### src/rtl/sram_like_arbiter.sv
// N-master to 1-slave arbiter for the SRAM-like req/addr_ok/data_ok bus, with in-order response routing.
// Latency: zero cycles; grant, addr_ok and data_ok are all combinational on the current inputs.
// Backpressure: a stalled slave locks the grant; a full ID tracker drops s_req until a response pops.
module sram_like_arbiter #(
    parameter int NUM_MASTERS     = 2,
    parameter int MAX_OUTSTANDING = 4,
    parameter int DATA_W          = 32,
    parameter int ADDR_W          = 32,
    parameter int RR_MODE         = 1
) (
    input  logic                               clk,
    input  logic                               resetn,
    input  logic [NUM_MASTERS-1:0]             m_req,
    input  logic [NUM_MASTERS-1:0]             m_wr,
    input  logic [2*NUM_MASTERS-1:0]           m_size,
    input  logic [ADDR_W*NUM_MASTERS-1:0]      m_addr,
    input  logic [(DATA_W/8)*NUM_MASTERS-1:0]  m_wstrb,
    input  logic [DATA_W*NUM_MASTERS-1:0]      m_wdata,
    output logic [NUM_MASTERS-1:0]             m_addr_ok,
    output logic [NUM_MASTERS-1:0]             m_data_ok,
    output logic [DATA_W-1:0]                  m_rdata,
    output logic                               s_req,
    output logic                               s_wr,
    output logic [1:0]                         s_size,
    output logic [ADDR_W-1:0]                  s_addr,
    output logic [DATA_W/8-1:0]                s_wstrb,
    output logic [DATA_W-1:0]                  s_wdata,
    input  logic                               s_addr_ok,
    input  logic                               s_data_ok,
    input  logic [DATA_W-1:0]                  s_rdata,
    output logic                               err_unexp
);

    localparam int IDW = (NUM_MASTERS > 1) ? $clog2(NUM_MASTERS) : 1;
    localparam int PW  = (MAX_OUTSTANDING > 1) ? $clog2(MAX_OUTSTANDING) : 1;
    localparam int CW  = PW + 1;
    localparam int SW  = DATA_W / 8;

    typedef logic [IDW-1:0] id_t;

    // Tracker of accepted-but-unanswered IDs, oldest at rd_ptr
    id_t            fifo_q [MAX_OUTSTANDING];
    logic [PW-1:0]  rd_ptr_q, rd_ptr_d;
    logic [PW-1:0]  wr_ptr_q, wr_ptr_d;
    logic [CW-1:0]  count_q, count_d;
    id_t            rr_ptr_q, rr_ptr_d;
    logic           lock_q, lock_d;
    id_t            lock_id_q, lock_id_d;
    logic           err_q, err_d;

    id_t            grant;
    id_t            head_id;
    logic           full;
    logic           empty;
    logic           push;
    logic           pop;

    assign full    = (count_q == CW'(MAX_OUTSTANDING));
    assign empty   = (count_q == '0);
    assign s_req   = (|m_req) & ~full & resetn;
    assign push    = s_req & s_addr_ok;
    assign pop     = s_data_ok & ~empty & resetn;
    assign head_id = fifo_q[rd_ptr_q];
    assign m_rdata = s_rdata;
    assign err_unexp = err_q;

    // Grant: a held lock wins, otherwise round-robin from rr_ptr or lowest index first
    always_comb begin
        id_t  cand;
        logic found;
        grant = lock_id_q;
        found = 1'b0;
        cand  = '0;
        if (!lock_q) begin
            grant = '0;
            for (int k = 0; k < NUM_MASTERS; k++) begin
                if (RR_MODE != 0) begin
                    cand = id_t'((int'(rr_ptr_q) + k) % NUM_MASTERS);
                end else begin
                    cand = id_t'(k);
                end
                if (!found && m_req[cand]) begin
                    grant = cand;
                    found = 1'b1;
                end
            end
        end
    end

    // Steer the granted master's request fields onto the slave port
    always_comb begin
        s_wr    = 1'b0;
        s_size  = '0;
        s_addr  = '0;
        s_wstrb = '0;
        s_wdata = '0;
        for (int i = 0; i < NUM_MASTERS; i++) begin
            if (grant == id_t'(i)) begin
                s_wr    = m_wr[i];
                s_size  = m_size[i*2 +: 2];
                s_addr  = m_addr[i*ADDR_W +: ADDR_W];
                s_wstrb = m_wstrb[i*SW +: SW];
                s_wdata = m_wdata[i*DATA_W +: DATA_W];
            end
        end
    end

    // One-hot accept to the granted master and response to the oldest issuer
    always_comb begin
        m_addr_ok = '0;
        m_data_ok = '0;
        for (int i = 0; i < NUM_MASTERS; i++) begin
            if (push && (grant == id_t'(i))) begin
                m_addr_ok[i] = 1'b1;
            end
            if (pop && (head_id == id_t'(i))) begin
                m_data_ok[i] = 1'b1;
            end
        end
    end

    // Next-state for tracker pointers, occupancy, rotation pointer, lock and error flag
    always_comb begin
        rd_ptr_d  = rd_ptr_q;
        wr_ptr_d  = wr_ptr_q;
        count_d   = count_q;
        rr_ptr_d  = rr_ptr_q;
        lock_d    = lock_q;
        lock_id_d = lock_id_q;
        err_d     = err_q | (s_data_ok & empty);
        if (push) begin
            wr_ptr_d = wr_ptr_q + PW'(1);
        end
        if (pop) begin
            rd_ptr_d = rd_ptr_q + PW'(1);
        end
        case ({push, pop})
            2'b10:   count_d = count_q + CW'(1);
            2'b01:   count_d = count_q - CW'(1);
            default: count_d = count_q;
        endcase
        if ((RR_MODE != 0) && push) begin
            rr_ptr_d = (grant == id_t'(NUM_MASTERS - 1)) ? '0 : grant + id_t'(1);
        end
        // A stalled request freezes the grant so the slave sees a stable request
        if (s_req && !s_addr_ok) begin
            lock_d    = 1'b1;
            lock_id_d = grant;
        end else if (s_addr_ok) begin
            lock_d    = 1'b0;
        end
    end

    // Control state with synchronous active-low reset
    always_ff @(posedge clk) begin
        if (!resetn) begin
            rd_ptr_q  <= '0;
            wr_ptr_q  <= '0;
            count_q   <= '0;
            rr_ptr_q  <= '0;
            lock_q    <= 1'b0;
            lock_id_q <= '0;
            err_q     <= 1'b0;
        end else begin
            rd_ptr_q  <= rd_ptr_d;
            wr_ptr_q  <= wr_ptr_d;
            count_q   <= count_d;
            rr_ptr_q  <= rr_ptr_d;
            lock_q    <= lock_d;
            lock_id_q <= lock_id_d;
            err_q     <= err_d;
        end
    end

    // ID storage; contents are only meaningful between the pointers, so no reset
    always_ff @(posedge clk) begin
        if (push) begin
            fifo_q[wr_ptr_q] <= grant;
        end
    end

endmodule

### config.mk
export PLATFORM = sky130hd
export DESIGN_NAME = sram_like_arbiter
export DESIGN_NICKNAME = d
export VERILOG_FILES = /design/src/rtl/sram_like_arbiter.sv
export SDC_FILE = /design/constraint.sdc
export NUM_CORES = 1
export LEC_CHECK = 0
export ABC_CLOCK_PERIOD_IN_PS = 4500
export BUFFER_PORTS_ARGS = -buffer_cell sky130_fd_sc_hd__clkbuf_2
export CORE_AREA = 2 2 112 114
export DETAILED_ROUTE_END_ITERATION = 12
export DIE_AREA = 0 0 114 116
export HOLD_SLACK_MARGIN = 0.12
export SKIP_LAST_GASP = 1
export SLEW_MARGIN = 30
export SYNTH_ARGS = -nofsm -noshare
export SYNTH_HDL_FRONTEND = slang
export SYNTH_SLANG_ARGS = --single-unit
### constraint.sdc
create_clock -name clk -period 4.5 [get_ports clk]
set_clock_uncertainty 0.2 [all_clocks]
set_input_delay 0.675 -clock clk [delete_from_list [all_inputs] [get_ports clk]]
set_output_delay 0.675 -clock clk [all_outputs]
set_load 0.01 [all_outputs]
==> reports/qor.yml <==
final_hold_viol_count: 0
ys.flop_type: "dfxtp_1"
coreArea_sq_um: 11900
p_seq_frac: 0.260
syn-num-nets: 382
synthArstFlopShare: 0
seq_area_sq_um: 380
dpl.hpwl_mm: 5.67
pwr-share-clk: 0.255
timing.hold.ws_ns: 0.269
synth_edf_count: 4
drc_errors: 0
num_vias: 2153
period_needed_ns: 2.99
max_cap_violations: 0
holdPathEnd: "err_unexp"
reg2reg_to: "count_q[2]"
grt_antenna_before_repair: 0
numCtsBuffers: 3
synthTopCellsByCount: "36 x mux2_4, 35 x mux2_2, 32 x buf_4"
syn-instance-count: 196
yosys_register_bits: 17
cts_setup_buffers: 0
portBuffers: 224
nFillCells: 1263
grt_max_degree: 42
drt_iter0_markers: 25
boundaryPins: 289
grt_setup_unrepaired: "no"
die-area_sq_um: 13200
max_slew.worst_pin.slew_ns: 0.584
final_nets: 571
crit_path_max_fanout: 41
die_y_um: 116
vias_per_cell: 4.05
whs_path_depth: 2
die_width_um: 114
max_freq_mhz: 334
reg2regPathDepth: 8
grt_pass1_vias: 2099
yosys-top-cells-area: "mux2_4 26%, mux2_2 19%, dfxtp_1 12%"
antenna_cells: 0
wl_per_cell_um: 12.2
grt_first_pass_wirelength_mm: 9.27
routed_wirelength_mm: 6.49
rows: 40
crit_path_start_kind: "input port"
initial_utilization: 0.175
avgSynthCellArea_sq_um: 10.7
power_per_cell_area_nw_per_um2: 215
status: "completed"
yosysWarnings: 0
r2r_start: "count_q[2]"
slew_violations: 0
finalSetupViolations: 0
drive_gt1_frac: 0.792
multi_input_area_sq_um: 1380
overflow: 0
place_inst: 527
grt_util_all_layers: 0.0863
max-slew-margin-rel: 0.611
cts.sinks: 17
firstDrtPassIters: 4
worstPathRequired_ns: 3.62
setup.worst_path.class: "input port to output port"
yosysTopAreaCell: "mux2_4"
clkLatencyLatePin_ns: 0.24
leakagePower_uw: 0.00171
ys_seq_area_frac: 0.182
final_cells: 531
pwr-share-comb: 0.485
antenna_left: 0
cts_tree: "yes"
crit_path_end_kind: "output port"
p_sw_frac: 0.304
syn_area_sq_um: 2090
reg2reg_slack_ns: 1.89
final_util: 0.267
p_switching_uw: 208
setup_tns_ns: 0
clkTransAtPathRegs_ns: 0.05
synth_top_area_share: 0.259
cts.path.max_buffers: 2
htreeDepth: 1
area_growth_pct: 52.0
hp-class: "register to register"
yosysMostFrequentCell: "mux2_4"
synth_cell_types: 36
arrival_ns: 2.12
cts_resized: 0
cts_root_buf: "clkbuf_16"
fin_crit_sh: 0.665
hold_buffers: 0
gp_congestion: 0.751
hp-start: "err_unexp"
p_int_uw: 475
max-vdd-ir-drop_v: 0.000111
[layer usage]
metal / GRT usage / vias up / wire, um
met5: 0 / - / 0
met1: 0.0869 / 953 / 2180
met2: 0.175 / 153 / 3530
met3: 0.0204 / 10 / 688
met4: 0.0244 / 0 / 99
li1: - / 1037 / -
[stage by stage]
step / setup WS, ns / instance area (sq um) / total power [uW]
6_report: 1.51 / 3180 / 683
5_1_grt: 1.40 / 3180 / 725
4_1_cts: 1.49 / 3180 / 692
3_5_place_dp: 1.49 / 3100 / 515
3_3_place_gp: 1.54 / 3100 / 508
2_1_floorplan: 2.02 / 2090 / 405
[worst max-delay path, stage by stage]
cell      delay, ns
clkbuf_2       0.12
nor2b_4        0.14
o21ai_4        0.14
buf_4          0.47
mux2_2         0.41
clkbuf_2       0.13
[power by group through the flow]
stage                     combinational (uW)  clock (uW)  sequential, uW
after global routing                     360         186             179
after floorplan                          227           0             178
after global placement                   328           0             180
after detailed placement                 335           0             180
final                                    331         174             178
after CTS                                337         178             178
[cells in the final DEF (no fill, tap or decap), types with 4 or more instances in the layout]
cell type    n
edfxtp_1     4
nor2_1      10
ha_1         5
inv_1        6
o21ai_0      4
mux2_4      36
mux2_2      35
dfxtp_1     13
and3_1       5
clkbuf_2   224
a21oi_1      5
[worst max-delay path by stage]
| stage | from | to | cells past startpoint |
|---|---|---|---|
| floorplan | m_req[0] | s_addr[20] | 5 |
| global placement | m_req[0] | s_addr[17] | 6 |
| detailed placement | m_req[0] | s_addr[17] | 6 |
| CTS | m_req[0] | s_addr[17] | 6 |
| global route | m_req[0] | s_addr[7] | 6 |
| finish | m_req[0] | s_addr[17] | 6 |
[cell type report]
type | count | share of cell area
well taps | 147 | 0.0579
flip-flops and latches | 17 | 0.120
multi-input cells | 131 | 0.433
repair buffers | 226 | 0.358
inverters | 6 | 0.00709
clock buffers | 4 | 0.0248
[logic make-up (layout without fill, tap and decap cells)]
group                    Yosys count  count (layout)  synth area share
multiplexers                      72              72             0.458
adder cells (fa/ha/maj)            6               6            0.0395
flip-flops                        17              17             0.182
AO/OA/AOI/OAI                     18              18            0.0563
XOR/XNOR                           4               4            0.0168
buffers and inverters             48             236             0.163
AND/OR/NAND/NOR                   31              31            0.0838
No activity file was read; power rests on OpenSTA's default activity.
